$ cat src/rtl/bcd_counter_ctrl.sv
// Run/pause/done controller around a DIGITS-wide BCD up-counter with a captured terminal value.
// All outputs are registered; commands take effect on the next rising edge of sys_clk.
module bcd_counter_ctrl #(
  parameter int DIGITS = 2,
  parameter bit WRAP   = 1'b0
) (
  input  logic                  sys_clk,
  input  logic                  sys_reset,
  input  logic                  tick,
  input  logic                  start,
  input  logic                  stop,
  input  logic                  clear,
  input  logic [4*DIGITS-1:0]   limit,
  output logic [4*DIGITS-1:0]   count,
  output logic                  running,
  output logic                  done,
  output logic                  wrap_pulse
);

  localparam int W = 4 * DIGITS;

  typedef enum logic [1:0] {
    IDLE  = 2'd0,
    RUN   = 2'd1,
    PAUSE = 2'd2,
    DONE  = 2'd3
  } state_t;

  state_t         state_q, state_d;
  logic [W-1:0]   count_q, count_d;
  logic [W-1:0]   limit_q, limit_d;
  logic           wrap_q, wrap_d;
  logic           running_q, running_d;
  logic           done_q, done_d;

  // Treating any digit >= 9 as the rollover point keeps count BCD-clean.
  function automatic logic [W-1:0] bcd_inc(input logic [W-1:0] v);
    logic [W-1:0] r;
    logic         c;
    r = v;
    c = 1'b1;
    for (int i = 0; i < DIGITS; i++) begin
      if (c) begin
        if (v[4*i +: 4] >= 4'd9) begin
          r[4*i +: 4] = 4'd0;
        end else begin
          r[4*i +: 4] = v[4*i +: 4] + 4'd1;
          c = 1'b0;
        end
      end
    end
    return r;
  endfunction

  function automatic logic [W-1:0] bcd_sat(input logic [W-1:0] v);
    logic [W-1:0] r;
    r = v;
    for (int i = 0; i < DIGITS; i++) begin
      if (v[4*i +: 4] > 4'd9) r[4*i +: 4] = 4'd9;
    end
    return r;
  endfunction

  always_comb begin
    state_d = state_q;
    count_d = count_q;
    limit_d = limit_q;
    wrap_d  = 1'b0;
    if (clear) begin
      state_d = IDLE;
      count_d = '0;
    end else begin
      case (state_q)
        IDLE: begin
          if (start) begin
            limit_d = bcd_sat(limit);
            state_d = RUN;
          end
        end
        RUN: begin
          if (tick) begin
            if (count_q == limit_q) begin
              if (WRAP != 1'b0) begin
                count_d = '0;
                wrap_d  = 1'b1;
              end else begin
                state_d = DONE;
              end
            end else begin
              count_d = bcd_inc(count_q);
            end
          end
          // A terminal tick to DONE outranks a simultaneous pause request.
          if (stop && (state_d == RUN)) state_d = PAUSE;
        end
        PAUSE: begin
          if (start) state_d = RUN;
        end
        DONE: begin
          if (start) begin
            count_d = '0;
            limit_d = bcd_sat(limit);
            state_d = RUN;
          end
        end
        default: state_d = IDLE;
      endcase
    end
    running_d = (state_d == RUN);
    done_d    = (state_d == DONE);
  end

  always_ff @(posedge sys_clk) begin
    if (!sys_reset) begin
      state_q   <= IDLE;
      count_q   <= '0;
      limit_q   <= '0;
      wrap_q    <= 1'b0;
      running_q <= 1'b0;
      done_q    <= 1'b0;
    end else begin
      state_q   <= state_d;
      count_q   <= count_d;
      limit_q   <= limit_d;
      wrap_q    <= wrap_d;
      running_q <= running_d;
      done_q    <= done_d;
    end
  end

  assign count      = count_q;
  assign running    = running_q;
  assign done       = done_q;
  assign wrap_pulse = wrap_q;

endmodule
$ cat config.mk
export PLATFORM = sky130hd
export DESIGN_NAME = bcd_counter_ctrl
export DESIGN_NICKNAME = d
export VERILOG_FILES = /design/src/rtl/bcd_counter_ctrl.sv
export SDC_FILE = /design/constraint.sdc
export NUM_CORES = 1
export LEC_CHECK = 0
export CAP_MARGIN = 10
export CORE_ASPECT_RATIO = 1.4
export CORE_UTILIZATION = 45
export CTS_CLUSTER_DIAMETER = 30
export DETAILED_ROUTE_END_ITERATION = 10
export HOLD_SLACK_MARGIN = 0.15
export PLACE_DENSITY = 0.72
export SLEW_MARGIN = 20
export SYNTH_ARGS = -nofsm -noshare
export SYNTH_HDL_FRONTEND = slang
export SYNTH_SLANG_ARGS = --single-unit
$ cat constraint.sdc
create_clock -name sys_clk -period 2 [get_ports sys_clk]
set_input_delay 0.6 -clock sys_clk [delete_from_list [all_inputs] [get_ports sys_clk]]
set_output_delay 0.6 -clock sys_clk [all_outputs]
set_load 0.02 [all_outputs]
==> reports/summary.txt, run 1 <==
status: complete, no violations
fin. max-slew vios: 0
total wire length: 2.67 mm
Max-cap violations: 0
most frequent cell after synthesis: dfxtp_1
Worst setup SP type: flip-flop
distinct cell type count after synthesis: 37
synth warn: 0
asr flop ratio synth: 0%
largest net degree at the start of global routing: 15
WS Path Type: reg2out
clk_lat worst skew: 0.30 ns
Buffers on Ports: 23
Final Hold Vio Count: 0
Hold-fix buffers, CTS: 0
total core area: 0.00242 mm²
Worst EP required: 1.40 ns
Post-DP Area: 0.00153 mm²
Synth area leader: dfxtp_1
Initial Util: 47.9%
worst setup margin: 0.0413 ns
synthesized area: 0.00116 mm²
TritonCTS clock tree: done
Syn Inst Count: 129
unrepaired setup endpoints after global routing: no
Sink Count: 20
global route overflow: 0
Tot GR Track Use: 21.3%
Via-to-Cell Ratio: 5.31
syn_nets: 151
min Tclk post-route: 1.96 ns
critical path capture point type: output port
Worst-path clk slew: 0.11 ns
Final GP Congestion: 0.898
#FFs+latches synth: 20
Inserted Clock Buffers: 3
Iter 0 DRT Violations: 33
layout cells sized above 1: 17.3%
Synth Flop Type: dfxtp_1
syn avg cell area: 8.98 µm²
num rows: 21
LEAKAGE: 0.688 nW
antenna violations before repair: 0
n_diodes: 0
H-tree levels: 1
Ports: 25
number of flops mapped to enable cells by yosys: 0
maximum clock rate: 0.511 GHz
pre-CTS setup slack: -0.308 ns
top cell type's share of synthesized area: 34.6%
most frequent cells after synthesis: dfxtp_1 (20), a21oi_1 (12), nor2b_1 (9)
CP max stage delay: 0.60 ns
Max IR drop VDD: 0.287 mV
vias in the first global route: 1035
WP buf/inv: 2
Final Cell Area: 0.00158 mm²
routed vias: 1072
largest cells by area after synthesis: dfxtp_1 (35%), ha_1 (8.6%), xnor2_1 (6.0%)
critical path's slowest cell: clkdlybuf4s50_1
CP Cell Sequence: buf_4, clkdlybuf4s50_1
ANT nets after route: 0
fill cell count: 233
fin crit share: 97.9%
Layout area overhead: 36.7%
power per cell area: 492 mW/mm²
Final Skew: 0.00423 ns
first-pass GRT wire length: 4.39 mm
Core Util, Final: 65.5%
crit-path max FO: 5
CTS Root Cell: clkbuf_4
Clock Tree Buf Depth: 2
CP arrival: 1.36 ns
die height: 62.0 µm
worst hold path class: reg2reg
final setup fails: 0
# DRC: 0
Die Area: 0.00278 mm²
crit-path leading delay family: buffers and inverters
Power, Total: 0.000779 W
Post-DP HPWL: 2.09 mm
setup TNS: 0 ns
die width: 44.9 µm
Routed wire per std cell: 13.2 µm
Pre-antenna DRT Iters: 4
register area share after synthesis: 34.6%
Nets: 191
==> what timing repair did <==
action	4_1_cts	5_1_grt
hold endpoints to repair	0	0
gates resized for setup	1	6
setup buffers	0	1
endpoints found under the setup margin	1	8
pin swaps	0	2
==> cells in the final DEF, fill, tap and decap left out, drive strengths merged, types with 4 or more instances in the layout <==
| master | synthesis | final |
|---|---|---|
| dlymetal6s2s | 0 | 5 |
| xnor2 | 8 | 8 |
| nand3 | 8 | 8 |
| o21ai | 4 | 4 |
| clkbuf | 3 | 4 |
| a21oi | 13 | 13 |
| ha | 8 | 8 |
| nand2b | 5 | 5 |
| buf | 2 | 17 |
| dfxtp | 20 | 20 |
| nor2b | 9 | 9 |
| clkdlybuf4s50 | 0 | 17 |
| inv | 6 | 6 |
| nand2 | 4 | 4 |
| nor3b | 4 | 4 |
==> kinds of logic after synthesis <==
group	count (synthesis)	share of synthesized area (%)
buf+inv	11	4.00
simple gates	47	26.0
xor+xnor	8	6.05
fa+ha+maj	8	8.64
compound gates	31	17.8
other cells	1	0.324
mux	3	2.59
flops	20	34.6
==> per-stage QoR <==
| step | instances | hold slack (ns) |
|---|---|---|
| final | 202 | 0.543 |
| after global routing | 202 | 0.574 |
| after CTS | 201 | 0.542 |
| after detailed placement | 197 | 0.526 |
| after global placement | 197 | 0.516 |
| after floorplan | 129 | 0.488 |
==> registers in the layout, indices dropped and copies added (netlist names) <==
name,flops
limit_q,8
running,1
state_q,2
count,8
done,1
==> worst min-delay path, stage by stage (launching register included) <==
cell and delay (ns):
dfxtp_1 0.34, a21oi_1 0.12, nor2b_1 0.05
==> metal layers <==
metal	GRT usage (%)	vias up	part of all wire [%]
met2	40.3	30	53
li1	-	542	-
met3	2.02	6	3.5
met4	9.09	0	1.3
met1	24.0	494	42
met5	0	-	0
==> area by class of cell <==
cell class | count | area (µm²) | share of cell area, %
Multi-Input combinational cell | 98 | 712 | 44.9
Clock buffer | 4 | 36.3 | 2.29
Timing Repair Buffer | 40 | 369 | 23.3
Tap cell | 34 | 42.5 | 2.69
Inverter | 6 | 22.5 | 1.42
Sequential cell | 20 | 402 | 25.4
==> power by group <==
| group | switching (W) | total (W) | internal (W) |
|---|---|---|---|
| Sequential | 0.00000779 | 0.000417 | 0.000409 |
| Clock | 0.000125 | 0.000236 | 0.000111 |
| Combinational | 0.0000593 | 0.000126 | 0.0000672 |
| Total | 0.000192 | 0.000779 | 0.000587 |
==> final timing paths <==
kind	end	start	cells past startpoint	slack (ns)
worst max-delay path	count[1]	count[1]$_SDFFE_PP0P_	2	0.04
worst min-delay path	limit_q[5]$_SDFFE_PN0P_	limit_q[5]$_SDFFE_PN0P_	2	0.54
worst max register to register	count[7]$_SDFFE_PP0P_	count[1]$_SDFFE_PP0P_	7	0.09
worst min register to register	limit_q[5]$_SDFFE_PN0P_	limit_q[5]$_SDFFE_PN0P_	2	0.54
Power figures use the tool's default switching activity.
==> inputs of run 2 (changes only) <==
--- a/config.mk
+++ b/config.mk
@@ -8,8 +8,8 @@
 export CAP_MARGIN = 10
 export CORE_ASPECT_RATIO = 1.4
 export CORE_UTILIZATION = 45
-export CTS_CLUSTER_DIAMETER = 30
 export DETAILED_ROUTE_END_ITERATION = 10
+export GPL_ROUTABILITY_DRIVEN = 0
 export HOLD_SLACK_MARGIN = 0.15
 export PLACE_DENSITY = 0.72
 export SLEW_MARGIN = 20
==> results of run 2 <==
No change in the layout: final DEF, timing and power equal those of run 1.
==> inputs of run 3 (changes only) <==
--- a/config.mk
+++ b/config.mk
@@ -7,6 +7,7 @@
 export LEC_CHECK = 0
 export CAP_MARGIN = 10
 export CORE_ASPECT_RATIO = 1.4
+export CORE_MARGIN = 2
 export CORE_UTILIZATION = 45
 export DETAILED_ROUTE_END_ITERATION = 10
 export GPL_ROUTABILITY_DRIVEN = 0
==> run 3 against run 2 <==
  * Via count about the same
  * Die area increased by 7.8%
  * Cell count decreased by 0.99%
  * Clock power about the same
  * Clock skew about the same
  * Non-clock buffer count decreased by 2
  * Worst hold slack got worse by 0.0051 ns
  * Maximum frequency increased by 4.9%
  * Routed wire length decreased by 3.5%
  * Sequential power about the same
  * First-iteration DRC count decreased by 45%
  * Register-to-register slack improved by 0.04 ns
  * Critical path type is now reg2reg
  * Largest power group unchanged
==> reports/summary.txt, run 3 (synthesis results as in run 1) <==
die width: 46.9 µm (+4.5%)
Max IR drop VDD: 0.396 mV (+38%)
CP Cell Sequence: inv_1, ha_1, or3b_1, a21oi_2, nand3_1, or4b_1, a31oi_1
Register Area: 402 µm² (unchanged)
Clock Tree Buf Depth: 2 (unchanged)
LEAKAGE: 0.675 nW (-1.9%)
num rows: 21 (unchanged)
unrepaired setup endpoints after global routing: yes
Initial Util: 47.9% (unchanged)
Nets: 189 (-1.0%)
worst hold path class: reg2reg
WP buf/inv: 1 (-1)
crit-path max FO: 2 (-3)
Worst Setup SP: count[1]$_SDFFE_PP0P_
min Tclk post-route: 1.87 ns (-0.0907 ns)
Worst R2R Start: count[1]$_SDFFE_PP0P_
ANT nets after route: 0 (unchanged)
Tot GR Track Use: 19.4% (-2.0 points)
crit-path leading delay family: simple AND/OR/NAND/NOR gates
Worst-path clk slew: 0.11 ns (about the same)
clk_lat worst skew: 0.31 ns (about the same)
Core Util, Final: 64.8% (-0.72 points)
worst setup path end: count[2]$_SDFFE_PP0P_
Sink Count: 20 (unchanged)
Inserted Clock Buffers: 3 (unchanged)
placed insts: 196 (-0.51%)
die height: 64.0 µm (+3.2%)
critical path's slowest cell: or4b_1
maximum clock rate: 0.535 GHz (+4.9%)
Via-to-Cell Ratio: 5.36 (+0.91%)
CP arrival: 2.11 ns (+0.75 ns)
FF-to-FF setup slack: 0.13 ns (+0.04 ns)
total core area: 0.00242 mm² (unchanged)
Die Area: 0.00300 mm² (+7.8%)
CTS Root Cell: clkbuf_4
power per cell area: 497 mW/mm² (+1.0%)
# DRC: 0 (unchanged)
Worst path depth: 7 (+5)
commonest non-fill, non-tap cell in the layout: dfxtp_1
fin crit share: 93.4% (-4.5 points)
TritonCTS clock tree: done
layout cells sized above 1: 16.9% (-0.39 points)
vias in the first global route: 1030 (-0.48%)
Iter 0 DRT Violations: 18 (-45%)
final setup fails: 0 (unchanged)
Final Hold Vio Count: 0 (unchanged)
Ports: 25 (unchanged)
routed vias: 1071 (-0.093%)
critical path capture point type: flip-flop
n_diodes: 0 (unchanged)
Post-DP HPWL: 2.04 mm (-2.4%)
total wire length: 2.58 mm (-3.5%)
Final Skew: 0.00415 ns (-0.0000880 ns)
WS Path Type: reg2reg
post-CTS setup buffer count: 0 (unchanged)
final std cells w/o fill: 200 (-0.99%)
Buffers on Ports: 23 (unchanged)
first-pass GRT wire length: 4.28 mm (-2.4%)
fill cell count: 239 (+2.6%)
largest net degree at the start of global routing: 15 (unchanged)
most frequent cells in the layout: dfxtp_1 (19), clkdlybuf4s50_1 (15), buf_4 (15), a21oi_1 (11), nor2b_1 (9)
CP max stage delay: 0.47 ns (-0.13 ns)
H-tree levels: 1 (unchanged)
worst-case reg-to-reg path depth: 7 (unchanged)
Worst setup SP type: flip-flop
Routed wire per std cell: 12.9 µm (-2.5%)
area of the multi-input gates: 716 µm² (+0.53%)
fin. max-slew vios: 0 (unchanged)
Worst EP required: 2.24 ns (+0.84 ns)
global route overflow: 0 (unchanged)
R2R Path End: count[2]$_SDFFE_PP0P_
Max-cap violations: 0 (unchanged)
antenna violations before repair: 0 (unchanged)
Layout area overhead: 35.2%
status: complete, no violations
Pre-antenna DRT Iters: 4 (unchanged)
## run 3: cell count changes in the layout (fill, tap and decap cells not counted)
cell             previous run  this run
dlygate4sd2_1               1         4
a21oi_1                    12        11
a21oi_2                     1         2
buf_4                      17        15
clkdlybuf4s50_1            17        15
dlymetal6s2s_1              5         4
## run 3: timing repair
action	4_1_cts	5_1_grt
endpoints found under the hold margin	0	0
resized for setup	4	6
hold buffers	0	0
pin swaps	0	2
cloned	0	0
setup endpoints to repair	4	7
## run 3: worst min path at each step
stage                            startpoint                       to  slack [ns]  depth (start not counted)
floorplan             state_q[1]$_SDFF_PN0_          done$_SDFF_PN0_        0.49                          2
detailed placement  limit_q[6]$_SDFFE_PN0P_  limit_q[6]$_SDFFE_PN0P_        0.53                          2
finish                state_q[1]$_SDFF_PN0_          done$_SDFF_PN0_        0.54                          2
global placement    limit_q[2]$_SDFFE_PN0P_  limit_q[2]$_SDFFE_PN0P_        0.51                          2
global route        limit_q[1]$_SDFFE_PN0P_  limit_q[1]$_SDFFE_PN0P_        0.57                          2
CTS                   state_q[1]$_SDFF_PN0_          done$_SDFF_PN0_        0.54                          2
## run 3: power by group
part,internal [W],leakage [nW],switching (W)
clock,0.000111,0.0210,0.000126
sequential,0.000409,0.163,0.00000786
combinational,0.0000671,0.491,0.0000580
total,0.000587,0.675,0.000191
## run 3: tightest hold or removal path, stage by stage, from the launching register on
cell and delay (ns):
dfxtp_1 0.35, nand3_1 0.08, a21oi_1 0.06
## run 3: per-stage QoR
stage,cell area [µm²],power (W),TNS (ns),setup slack (ns),hold slack [ns]
floorplan,1160,0.000494,0,0.00657,0.488
global placement,1520,0.000549,-0.512,-0.232,0.515
detailed placement,1520,0.000550,-0.644,-0.270,0.526
CTS,1550,0.000785,0,0.00500,0.544
global route,1570,0.000822,-0.00101,-0.00101,0.574
finish,1570,0.000779,0,0.132,0.538
## run 3: cell type report
type / instances / area share, %
multi-input cells: 98 / 45.7
flip-flops and latches: 20 / 25.6
repair buffers: 38 / 22.2
well taps: 34 / 2.72
clock buffers: 4 / 2.32
inverters: 6 / 1.44
## run 3: routing by layer
metal	part of all wire (%)	GRT usage [%]	wire [µm]	up-vias
li1	-	-	-	540
met1	42	21.8	1090	506
met2	53	33.6	1370	20
met3	2.5	3.39	64	5
met4	1.9	8.33	49	0
met5	0	0	0	-
